### src/rtl/alu_seq.sv
`default_nettype none
// ============================================================================
//  Module      : alu_seq
//  Description : Sequential ALU with valid/ready handshakes on both sides.
//                Single-cycle add/sub/logic/shift/compare operations and a
//                multi-cycle shift-and-add unsigned multiplier (low/high half).
//  Revision    : 1.0  initial release
// ============================================================================
module alu_seq #(
    parameter int WIDTH = 8,
    parameter int SHW   = $clog2(WIDTH)
) (
    input  logic             Clk,
    input  logic             Reset,
    input  logic             in_valid,
    output logic             in_ready,
    input  logic [WIDTH-1:0] input_a,
    input  logic [WIDTH-1:0] input_b,
    input  logic [3:0]       OP,
    output logic             out_valid,
    input  logic             out_ready,
    output logic [WIDTH-1:0] out,
    output logic             zero,
    output logic             neg,
    output logic             carry,
    output logic             ovf
);

    localparam int               c_CW       = $clog2(WIDTH + 1);
    localparam logic [c_CW-1:0]  c_CNT_INIT = c_CW'(WIDTH);
    localparam logic [WIDTH-1:0] c_WIDTH_B  = WIDTH[WIDTH-1:0];

    localparam logic [3:0] c_OP_ADD  = 4'h0;
    localparam logic [3:0] c_OP_SUB  = 4'h1;
    localparam logic [3:0] c_OP_NOR  = 4'h2;
    localparam logic [3:0] c_OP_AND  = 4'h3;
    localparam logic [3:0] c_OP_SHL  = 4'h4;
    localparam logic [3:0] c_OP_SRA  = 4'h5;
    localparam logic [3:0] c_OP_SRL  = 4'h6;
    localparam logic [3:0] c_OP_SLT  = 4'h7;
    localparam logic [3:0] c_OP_MUL  = 4'h8;
    localparam logic [3:0] c_OP_MULH = 4'h9;

    typedef enum logic [0:0] {
        IDLE = 1'b0,
        MUL  = 1'b1
    } state_t;

    state_t r_state;
    state_t w_state_nxt;

    // Multiplier working registers
    logic [2*WIDTH-1:0] r_mcand;
    logic [WIDTH-1:0]   r_mplier;
    logic [2*WIDTH-1:0] r_acc;
    logic [c_CW-1:0]    r_cnt;
    logic               r_is_mulh;

    // Registered result and flags
    logic [WIDTH-1:0]   r_out;
    logic               r_out_valid;
    logic               r_zero;
    logic               r_neg;
    logic               r_carry;
    logic               r_ovf;

    logic               w_fire;
    logic               w_is_mul_op;
    logic               w_mul_done;
    logic [WIDTH:0]     w_sum;
    logic [WIDTH-1:0]   w_diff;
    logic [SHW-1:0]     w_shamt;
    logic               w_b_big;
    logic [WIDTH:0]     w_shl_ext;
    logic [WIDTH:0]     w_srl_ext;
    logic signed [WIDTH:0] w_sra_ext;
    logic [WIDTH-1:0]   w_res;
    logic               w_carry;
    logic               w_ovf;
    logic [WIDTH-1:0]   w_mul_res;
    logic               w_mul_ovf;

    assign in_ready    = !Reset && (r_state == IDLE) && (!r_out_valid || out_ready);
    assign w_fire      = in_valid && in_ready;
    assign w_is_mul_op = (OP == c_OP_MUL) || (OP == c_OP_MULH);
    assign w_mul_done  = (r_state == MUL) && (r_cnt == '0);

    // Extended shifts carry the last bit shifted out in the extra position;
    // a zero shift amount naturally leaves that position at 0.
    assign w_sum     = {1'b0, input_a} + {1'b0, input_b};
    assign w_diff    = input_a - input_b;
    assign w_shamt   = input_b[SHW-1:0];
    assign w_b_big   = (input_b >= c_WIDTH_B);
    assign w_shl_ext = {1'b0, input_a} << w_shamt;
    assign w_srl_ext = {input_a, 1'b0} >> w_shamt;
    assign w_sra_ext = $signed({input_a, 1'b0}) >>> w_shamt;

    assign w_mul_res = r_is_mulh ? r_acc[2*WIDTH-1:WIDTH] : r_acc[WIDTH-1:0];
    assign w_mul_ovf = !r_is_mulh && (r_acc[2*WIDTH-1:WIDTH] != '0);

    assign out       = r_out;
    assign out_valid = r_out_valid;
    assign zero      = r_zero;
    assign neg       = r_neg;
    assign carry     = r_carry;
    assign ovf       = r_ovf;

    // Single-cycle result and flags for the presented opcode
    always_comb begin
        w_res   = '0;
        w_carry = 1'b0;
        w_ovf   = 1'b0;
        case (OP)
            c_OP_ADD: begin
                w_res   = w_sum[WIDTH-1:0];
                w_carry = w_sum[WIDTH];
                w_ovf   = (input_a[WIDTH-1] == input_b[WIDTH-1]) &&
                          (w_sum[WIDTH-1] != input_a[WIDTH-1]);
            end
            c_OP_SUB: begin
                w_res   = w_diff;
                w_carry = (input_a >= input_b);
                w_ovf   = (input_a[WIDTH-1] != input_b[WIDTH-1]) &&
                          (w_diff[WIDTH-1] != input_a[WIDTH-1]);
            end
            c_OP_NOR: w_res = ~(input_a | input_b);
            c_OP_AND: w_res = input_a & input_b;
            c_OP_SHL: begin
                if (!w_b_big) begin
                    w_res   = w_shl_ext[WIDTH-1:0];
                    w_carry = w_shl_ext[WIDTH];
                end
            end
            c_OP_SRA: begin
                if (w_b_big) begin
                    w_res   = {WIDTH{input_a[WIDTH-1]}};
                    w_carry = input_a[WIDTH-1];
                end else begin
                    w_res   = w_sra_ext[WIDTH:1];
                    w_carry = w_sra_ext[0];
                end
            end
            c_OP_SRL: begin
                if (!w_b_big) begin
                    w_res   = w_srl_ext[WIDTH:1];
                    w_carry = w_srl_ext[0];
                end
            end
            c_OP_SLT: w_res = {{(WIDTH-1){1'b0}}, ($signed(input_a) < $signed(input_b))};
            default:  w_res = '0;
        endcase
    end

    // FSM state register
    always_ff @(posedge Clk) begin
        if (Reset) begin
            r_state <= IDLE;
        end else begin
            r_state <= w_state_nxt;
        end
    end

    // FSM next state: multiply opcodes occupy MUL until the counter is spent
    always_comb begin
        w_state_nxt = r_state;
        case (r_state)
            IDLE:    if (w_fire && w_is_mul_op) w_state_nxt = MUL;
            MUL:     if (w_mul_done) w_state_nxt = IDLE;
            default: w_state_nxt = IDLE;
        endcase
    end

    // Shift-and-add multiplier: load on accept, one partial product per edge
    always_ff @(posedge Clk) begin
        if (Reset) begin
            r_mcand   <= '0;
            r_mplier  <= '0;
            r_acc     <= '0;
            r_cnt     <= '0;
            r_is_mulh <= 1'b0;
        end else if (w_fire && w_is_mul_op) begin
            r_mcand   <= {{WIDTH{1'b0}}, input_a};
            r_mplier  <= input_b;
            r_acc     <= '0;
            r_cnt     <= c_CNT_INIT;
            r_is_mulh <= (OP == c_OP_MULH);
        end else if ((r_state == MUL) && (r_cnt != '0)) begin
            if (r_mplier[0]) begin
                r_acc <= r_acc + r_mcand;
            end
            r_mcand  <= r_mcand << 1;
            r_mplier <= r_mplier >> 1;
            r_cnt    <= r_cnt - 1'b1;
        end
    end

    // Output register: load on completion, hold under backpressure, clear on consume
    always_ff @(posedge Clk) begin
        if (Reset) begin
            r_out       <= '0;
            r_out_valid <= 1'b0;
            r_zero      <= 1'b0;
            r_neg       <= 1'b0;
            r_carry     <= 1'b0;
            r_ovf       <= 1'b0;
        end else if (w_fire && !w_is_mul_op) begin
            r_out       <= w_res;
            r_out_valid <= 1'b1;
            r_zero      <= (w_res == '0);
            r_neg       <= w_res[WIDTH-1];
            r_carry     <= w_carry;
            r_ovf       <= w_ovf;
        end else if (w_mul_done) begin
            r_out       <= w_mul_res;
            r_out_valid <= 1'b1;
            r_zero      <= (w_mul_res == '0);
            r_neg       <= w_mul_res[WIDTH-1];
            r_carry     <= 1'b0;
            r_ovf       <= w_mul_ovf;
        end else if (r_out_valid && out_ready) begin
            r_out_valid <= 1'b0;
        end
    end

endmodule
`default_nettype wire
### config.mk
export PLATFORM = sky130hd
export DESIGN_NAME = alu_seq
export DESIGN_NICKNAME = d
export VERILOG_FILES = /design/src/rtl/alu_seq.sv
export SDC_FILE = /design/constraint.sdc
export NUM_CORES = 1
export LEC_CHECK = 0
export ABC_AREA = 1
export CAP_MARGIN = 20
export CORE_MARGIN = 1.5
export CORE_UTILIZATION = 30
export DETAILED_ROUTE_END_ITERATION = 10
export PLACE_DENSITY = 0.51
export SYNTH_ARGS = -nofsm -noshare
export SYNTH_HDL_FRONTEND = slang
export SYNTH_SLANG_ARGS = --single-unit
### constraint.sdc
create_clock -name Clk -period 4 [get_ports Clk]
set_clock_uncertainty 0.2 [all_clocks]
set_input_delay 1.2 -clock Clk [delete_from_list [all_inputs] [get_ports Clk]]
set_output_delay 1.2 -clock Clk [all_outputs]
set_load 0.02 [all_outputs]
Yosys cells after proc, flatten, opt, wreduce, memory -nomap -nowiden
Index checks and enable logic that the tools add are counted.
{"block": "word_totals", "ff_bits": 59, "in_bits": 24, "elab_cells": 101}
{"block": "classes", "n_addsub": 4, "magnitude_cmp": 3, "eq_ne": 13, "shifts": 3, "n_mux": 32, "bitwise": 4, "n_reduce_logical": 28}
{"op": "$mux W8", "n": 10}
{"op": "$pmux W8 S8", "n": 1}
{"op": "$add A16 B16 Y16", "n": 1}
{"op": "$eq A4 B3 Y1 const B", "n": 4}
{"op": "$logic_not A8 Y1", "n": 2}
{"op": "$mux W1", "n": 16}
{"op": "$logic_and A1 B1 Y1", "n": 11}
{"op": "$add A8 B8 Y9", "n": 1}
{"op": "$shl A8 B3 Y9", "n": 1}
{"op": "$shr A9 B3 Y9", "n": 1}
{"op": "$sshr A9 B3 Y9", "n": 1}
{"op": "$and A8 B8 Y8", "n": 1}
{"op": "$eq A4 B2 Y1 const B", "n": 2}
{"op": "$eq A4 B4 Y1 const B", "n": 2}
{"op": "$ge A8 B4 Y1 const B", "n": 1}
{"op": "$ge A8 B8 Y1", "n": 1}
{"op": "$logic_not A4 Y1", "n": 2}
{"op": "$lt A8 B8 Y1", "n": 1}
{"op": "$mux W4", "n": 2}
{"op": "$not A8 Y8", "n": 1}
{"op": "$or A8 B8 Y8", "n": 1}
{"op": "$reduce_bool A8 Y1", "n": 1}
{"op": "$sub A8 B8 Y8", "n": 1}
{"op": "$pmux W1 S5", "n": 1}
{"op": "13 further kinds", "n": 21}

Longest topological paths before layout
Gate-level depths: netlist (run 1).
{"block": "logic_depth", "ltp_word": 7, "ltp_mapped": 18}

Worst setup path after synthesis (run 1)
No wires, ideal clock.
{"block": "synth_timing", "kind": "input -> register", "from": "input port input_b[2]", "to": "register r_zero, in the netlist zero", "setup_ns": 0.070, "arrival_time_ns": 2.997, "t_required_ns": 3.730, "path_slack_ns": 0.733, "cell_stages": 16, "path_buffers": 3, "cell_sequence": "buf_2 > inv_1 > buf_2 > ha_1 > buf_2 > nor2_1 > nand2_1 > nand3_1 > nand3_1 > nand2_1 > nand2_1 > nand3_1 > nand3_1 > nor2_1 > nand3_1 > a21oi_1"}
{"block": "synth_via", "elab_chain_len": 5}
{"element": "from (decl)", "line": "18", "text": "input logic [WIDTH-1:0] input_b,"}
{"element": "$ge A8 B4 Y1, or another cell as far along", "line": "93", "text": "assign w_b_big = (input_b >= c_WIDTH_B);"}
{"element": "$mux W8, or another cell as far along", "line": "144", "text": "if (!w_b_big) begin"}
{"element": "$pmux W8 S8 *", "line": "113", "text": "case (OP)"}
{"element": "$logic_not A8 Y1 *", "line": "209", "text": "r_zero <= (w_res == '0);"}
{"element": "$mux W1 *", "line": "206", "text": "end else if (w_fire && !w_is_mul_op) begin"}
{"element": "to (signal assigned)", "line": "209"}
{"element": "to (signal assigned)", "line": "216", "text": "r_zero <= (w_mul_res == '0);"}
{"element": "to (decl)", "line": "62", "text": "logic r_zero;"}
Every way passes the cells marked *; elsewhere a longest branch is shown, timed or not.
A chain may end at the register's enable or synchronous reset.

Worst setup path after layout (run 1)
{"block": "layout_timing", "from": "input port Reset", "to": "output port in_ready"}
{"block": "layout_via", "elab_chain_len": 3}
{"element": "from (decl)", "line": "14", "text": "input logic Reset,"}
{"element": "$logic_not A1 Y1", "line": "83", "text": "assign in_ready = !Reset && (r_state == IDLE) && (!r_out_valid || out_ready);"}
{"element": "$logic_and A1 B1 Y1 (2 in series)", "line": "83"}
{"element": "to (decl)", "line": "16", "text": "output logic in_ready,"}
No other way between the ends.

==> metrics.md, run 1 <==
| Metric | Value |
|---|---|
| Status | `complete, no violations` |
| Hold_sp | `carry` |
| Crit path arrival time | `2320 ps` |
| Cell area after synthesis | `5140 µm²` |
| Post-CTS Hold Fix Bufs | `0` |
| Crit path launch | `Reset` |
| # clock sinks | `between 50 and 60` |
| GRT overflow | `0` |
| Via Count | `between 5000 and 6000` |
| Synthesized flop and latch total | `58` |
| Slew Limit Headroom | `roughly 54%` |
| Antenna diode count | `0` |
| Worst-path maximum fanout | `2` |
| DR pass1 iterations | `5` |
| Vias/cell | `5.07` |
| Core footprint | `16600 µm²` |
| Synth top area share | `22.6%` |
| Die X | `134 µm` |
| Post-DRT Antenna Nets | `0` |
| GRT Total Usage | `~20%` |
| Post-CTS setup buffer count | `0` |
| Synth async-reset ratio | `0%` |
| Die ar. | `17900 µm²` |
| Yosys warning count | `0` |
| Minimum clock period | `3720 ps` |
| Wire per inst | `15.7 µm` |
| Clock latency at the later pin of the worst-skew pair | `340 ps` |
| Routed wire length | `17500 µm` |
| Fillers | `1859` |
| Peak VDD IR | `200 µV` |
| Num ports | `38` |
| Most used DFF post-synth | `dfxtp_1` |
| Antenna violations before repair | `0` |
| Iter 0 DRT Violations | `473` |
| Syn Nets | `916` |
| Detail Placement HPWL | `between 10000 and 15000 µm` |
| Starting Density | `a little under a third` |
| Pin slew with the least headroom to its limit | `~700 ps` |
| Htree depth | `3` |
| Leakage Power | `2.80 nW` |
| MaxCap Viol Count | `0` |
| RSZ-0062 raised after global routing | `false` |
| CP required | `between 2000 and 3000 ps` |
| CP endpoint kind | `output pin` |
| Grt met2 use | `30.5%` |
| Finish-stage setup viols | `0` |
| EDFF count, synth | `0` |
| Post-DP Area | `5850 µm²` |
| Met1 usage | `28.8%` |
| Syn_area_per_cell | `6.08 µm²` |
| Post-layout net count | `962` |
| Hold Vio Cnt, Final | `0` |
| Root buffer cell | `clkbuf_16` |
| Netlist cell types | `39` |
| PwrDens | `roughly 280 nW/µm²` |
| Hold Crit Class | `flop to flop` |
| Met3 usage | `under 10%` |
| Sequential area share after synthesis | `roughly 23%` |
| Sum of negative setup slack | `0 ps` |
| CTS tree | `built` |
| Largest net degree at the start of global routing | `27` |
| Max Root-Sink Buffers | `2` |
| Row cnt | `47` |
| Cells after Synth | `846` |
| Placer Congestion | `0.970` |
| Layout cells sized above 1 | `7.47%` |
| Fmax achieved | `0.269 GHz` |
| Post-CTS Resized | `1` |
| Vias in the first global route | `5280` |
| Clk slew on worst S/H paths | `roughly 50 ps` |
| Worst setup SP type | `input pin` |
| Area Overhead vs Synth | `19.4%` |
| Synth area leaders | `dfxtp_1 (23%), nand2_1 (17%), ha_1 (10%), nand3_1 (8.1%), inv_1 (7.1%)` |
| Yosys top cell by area | `dfxtp_1` |
| First-pass GRT wire length | `roughly 28000 µm` |
| Die height | `134 µm` |
| Final Cycle Share | `93.0%` |
| Fin area | `6140 µm²` |
| Hold WS | `approximately 260 ps` |
| Final Max Slew Viols | `0` |
| Most used routing layer | `met2` |
| DRC viols | `0` |
| Crit path kind | `input pin to output pin` |
| Port bufs | `37` |
| Reg2reg start | `r_cnt[1]` |
| Num CTS Buffers | `9` |
[worst paths after layout]
| check | cells past startpoint | slack, ps | end |
|---|---|---|---|
| setup reg to reg | 10 | 1350 | r_mcand[6] |
| setup / recovery | 3 | 280 | in_ready |
| hold reg to reg | 2 | 260 | carry |
| hold / removal | 2 | 260 | carry |
[state kept, by name, indices dropped and copies added (netlist names)]
register and flops:
ovf 1, r_mplier 8, r_cnt 4, out 8, zero 1, r_state 1, r_is_mulh 1, r_acc 16
carry 1, r_mcand 16, out_valid 1
[layout make-up]
type,instances,area (µm²),area share (%)
Clock buffer,9,225,3.67
Timing Repair Buffer,67,594,9.67
Clock inverter,7,70.1,1.14
Inverter,103,387,6.29
Multi-Input combinational cell,653,3430,55.9
Tap cell,220,275,4.48
Sequential cell,58,1160,18.9
[synth_stat cells, types with 2 or more instances]
cell and n:
a21o_1 2, nor2_2 5, fa_1 3, xor2_1 6, nand3_1 83, o211ai_1 10
ha_1 43, or2_2 5, o21ai_1 5, nand4_1 21, nand2_2 2, clkbuf_1 9
nor3_1 6, o21ai_0 50, nor2_1 73, o31ai_1 4, o21a_1 2, dfxtp_1 58
buf_2 18, a21oi_1 58, a31oi_1 18, inv_1 98, inv_2 5, o21bai_1 5
nand2_1 239, nand3b_1 2, buf_4 4
[power by group]
part           switching, mW  internal [mW]
Combinational          0.224          0.126
Sequential           0.00696          0.588
Clock                  0.287          0.480
Total                  0.518           1.19
[critical path, stage by stage]
cell and delay (ps):
clkdlybuf4s50_1 530, nor3_2 240, dlygate4sd2_1 350
[cell usage in the layout, fill, tap and decap left out, drive strengths merged, types with 6 or more instances in the layout]
cell type      netlist  final
o211ai              10     10
nand3               84     84
clkdlybuf4s50        0     36
o21ai               56     56
inv                103    103
nor2                79     79
buf                 23     30
nand2              241    241
nor3                 7      7
nand4               21     21
ha                  43     43
a21oi               58     58
dfxtp               58     58
clkbuf               9      9
a31oi               18     18
xor2                 6      6
[metal layers]
layer / wire [µm] / share of wire, % / vias to the layer above
li1: - / - / 2880
met1: 8660 / 49 / 2575
met2: 7410 / 42 / 185
met3: 1120 / 6.4 / 26
met4: 356 / 2.0 / 0
met5: 0 / 0 / -
[cells by family after synthesis]
| kind of cell | count (synthesis) | share of synthesized area [%] |
|---|---|---|
| simple gates | 441 | 36.6 |
| compound gates | 159 | 17.3 |
| buf+inv | 135 | 10.7 |
| flops | 58 | 22.6 |
| fa+ha+maj | 46 | 11.6 |
| xor+xnor | 7 | 1.19 |
[metrics by stage]
step	setup WS, ps	power [mW]	std cells	utilization (%)
after global placement	-32.5	0.955	1101	35.2
after CTS	248	1.72	1117	36.9
after detailed placement	-34.2	0.952	1101	35.2
final	281	1.71	1117	36.9
after global routing	241	1.79	1117	36.9
after floorplan	733	0.814	846	-
No activity file was read; power rests on OpenSTA's default activity.
==> run 2, diff against run 1 <==
SETUP_SLACK_MARGIN = 0.15   (was not set)
==> results of run 2 <==
No change in the layout: final DEF, timing and power equal those of run 1.
==> run 3, diff against run 2 <==
CAP_MARGIN = not set   (was 20)
CORE_MARGIN = not set   (was 1.5)
RECOVER_POWER = 50   (was not set)
==> run 3 against run 2 <==
  * Design area up 0.71%
  * Routed wire length down 0.88%
  * Non-clock buffer count up 1
  * Global-route usage up 0.33 points
  * Combinational power down 2%
  * Via count down 0.64%
  * Fmax up 0.40%
  * Critical path type unchanged
  * Critical endpoint unchanged
==> metrics.md, run 3 (synthesis gave the netlist of run 1 again) <==
| Metric | Value |
|---|---|
| Status | `complete, no violations` |
| Reg2Reg Depth | `10 (unchanged)` |
| Hold_sp | `carry` |
| Clk slew on worst S/H paths | `50 ps (about the same)` |
| Post-DP Area | `5860 µm² (+0.13%)` |
| Post-CTS Hold Fix Bufs | `0 (unchanged)` |
| Total power | `1.83 mW (+7.0%)` |
| Max Root-Sink Buffers | `2 (unchanged)` |
| Pin slew with the least headroom to its limit | `629 ps (-65.9 ps)` |
| First-pass GRT wire length | `28000 µm (-0.10%)` |
| Slew Limit Headroom | `58.0% (+4.4 points)` |
| Root buffer cell | `clkbuf_16` |
| FF/Latch Area | `1160 µm² (unchanged)` |
| Sink of the worst hold path | `carry` |
| Worst-path maximum fanout | `2 (unchanged)` |
| RSZ-0062 raised after global routing | `false` |
| Post-CTS Resized | `1 (unchanged)` |
| MaxCap Viol Count | `0 (unchanged)` |
| Row cnt | `47 (unchanged)` |
| Critical path buffers and inverters | `2 (unchanged)` |
| Biggest regs | `r_acc x16, r_mcand x16` |
| CP endpoint kind | `output pin` |
| Post-layout net count | `963 (+0.10%)` |
| Post-DRT Antenna Nets | `0 (unchanged)` |
| Detail Placement HPWL | `13900 µm (-0.19%)` |
| CP top delay family | `buffers and inverters` |
| Routed wire length | `17400 µm (-0.88%)` |
| Delay of the slowest critical-path stage | `520 ps (about the same)` |
| Num ports | `38 (unchanged)` |
| Die ar. | `17700 µm² (-1.5%)` |
| Core footprint | `16600 µm² (unchanged)` |
| Final Max Slew Viols | `0 (unchanged)` |
| Worst setup SP type | `input pin` |
| Antenna diode count | `0 (unchanged)` |
| CP max-delay cell | `clkdlybuf4s50_1` |
| Clock latency at the later pin of the worst-skew pair | `340 ps (about the same)` |
| Hold Crit Class | `flop to flop` |
| Area Overhead vs Synth | `20.3%` |
| Hold Vio Cnt, Final | `0 (unchanged)` |
| Final Cycle Share | `92.6% (-0.37 points)` |
| Minimum clock period | `3700 ps (-14.9 ps)` |
| Starting Density | `30.9% (unchanged)` |
| Port bufs | `37 (unchanged)` |
| Leading cell type in the layout, fill and taps excluded | `nand2_1` |
| Layout cells sized above 1 | `7.24% (-0.23 points)` |
| DRC viols | `0 (unchanged)` |
| Vias/cell | `5.04 (-0.72%)` |
| # clock sinks | `58 (unchanged)` |
| Leakage Power | `2.84 nW (+1.7%)` |
| Fmax achieved | `0.270 GHz (+0.40%)` |
| Crit path arrival time | `2300 ps (-20 ps)` |
| Reg2reg start | `r_cnt[0]` |
| Peak VDD IR | `223 µV (+11%)` |
| Fin area | `6190 µm² (+0.71%)` |
| Finish-stage setup viols | `0 (unchanged)` |
| DR pass1 iterations | `5 (unchanged)` |
| Crit path kind | `input pin to output pin` |
| Fillers | `1823 (-1.9%)` |
| Num CTS Buffers | `9 (unchanged)` |
| Multi-input gate area | `3430 µm² (unchanged)` |
| CP Cell Sequence | `clkdlybuf4s50_1 -> nor3_2 -> dlygate4sd2_1` |
| PwrDens | `296 nW/µm² (+6.3%)` |
| Vias in the first global route | `5308 (+0.53%)` |
| Die X | `133 µm (-0.75%)` |
| CTS tree | `built` |
| GRT overflow | `0 (unchanged)` |
| CP required | `2600 ps (about the same)` |
| GRT Total Usage | `20.3% (+0.33 points)` |
| Worst hold path depth | `2 (unchanged)` |
| Wire per inst | `15.6 µm (-0.97%)` |
| Post-CTS setup buffer count | `0 (unchanged)` |
| Largest net degree at the start of global routing | `27 (unchanged)` |
| Via Count | `5630 (-0.64%)` |
| Die height | `133 µm (-0.75%)` |
| Flop2flop setup slack | `1390 ps (+40 ps)` |
| Placer Congestion | `0.953 (-1.8%)` |
| Iter 0 DRT Violations | `455 (-3.8%)` |
| Antenna violations before repair | `0 (unchanged)` |
| Htree depth | `3 (unchanged)` |
| RR Endpoint | `r_mcand[2]` |
| Most frequent cells in the layout | `nand2_1 (239), inv_1 (98), nand3_1 (83)` |
-- run 3: cell types whose count changed in the layout (fill, tap and decap cells not counted) --
cell,delta
clkinv_2,-2
clkdlybuf4s50_1,-14
clkinv_4,-2
dlygate4sd3_1,+14
buf_4,-2
bufinv_16,+2
clkbuf_1,+3
clkinvlp_4,+2
-- run 3: tightest hold or removal path, cell delays in order, from the launching register on --
cell and delay (ps):
dfxtp_1 310, nand2_1 60, a21oi_1 50
-- run 3: final cells by class --
type	instances	area share [%]
clock buffers	9	3.64
clock inverters	7	1.90
inverters	103	6.25
multi-input cells	653	55.5
flip-flops and latches	58	18.8
well taps	220	4.45
repair buffers	68	9.54
-- run 3: power by group --
part           switching [mW]  leakage (nW)  total [mW]  internal (mW)
Combinational           0.223          2.22       0.344          0.122
Clock                   0.286         0.158       0.892          0.606
Sequential            0.00687         0.469       0.595          0.588
-- run 3: stage by stage --
stage	std cells	hold slack [ps]	utilization [%]	TNS (ps)	setup slack, ps
6_report	1118	267	37.2	0	296
5_1_grt	1118	293	37.2	0	231
4_1_cts	1118	268	37.3	0	272
3_5_place_dp	1102	260	35.2	-8.66	-8.66
3_3_place_gp	1102	255	35.2	-25.5	-25.5
2_1_floorplan	846	240	-	0	733
-- run 3: metal layers --
layer | share of wire [%] | routed length, µm | vias to the layer above | global-route usage, %
li1 | - | - | 2890 | -
met1 | 49 | 8480 | 2540 | 28.5
met2 | 43 | 7490 | 176 | 31.1
met3 | 6.5 | 1130 | 24 | 4.29
met4 | 1.7 | 289 | 0 | 5.68
met5 | 0 | 0 | - | 0
-- run 3: worst max path at each step --
stage                     from        to  slack [ps]  cells past startpoint
floorplan           input_b[2]      zero         730                     16
global placement         Reset  in_ready         -30                      3
detailed placement       Reset  in_ready          -9                      3
CTS                      Reset  in_ready         270                      3
global route        input_a[0]      zero         230                     16
finish                   Reset  in_ready         300                      3
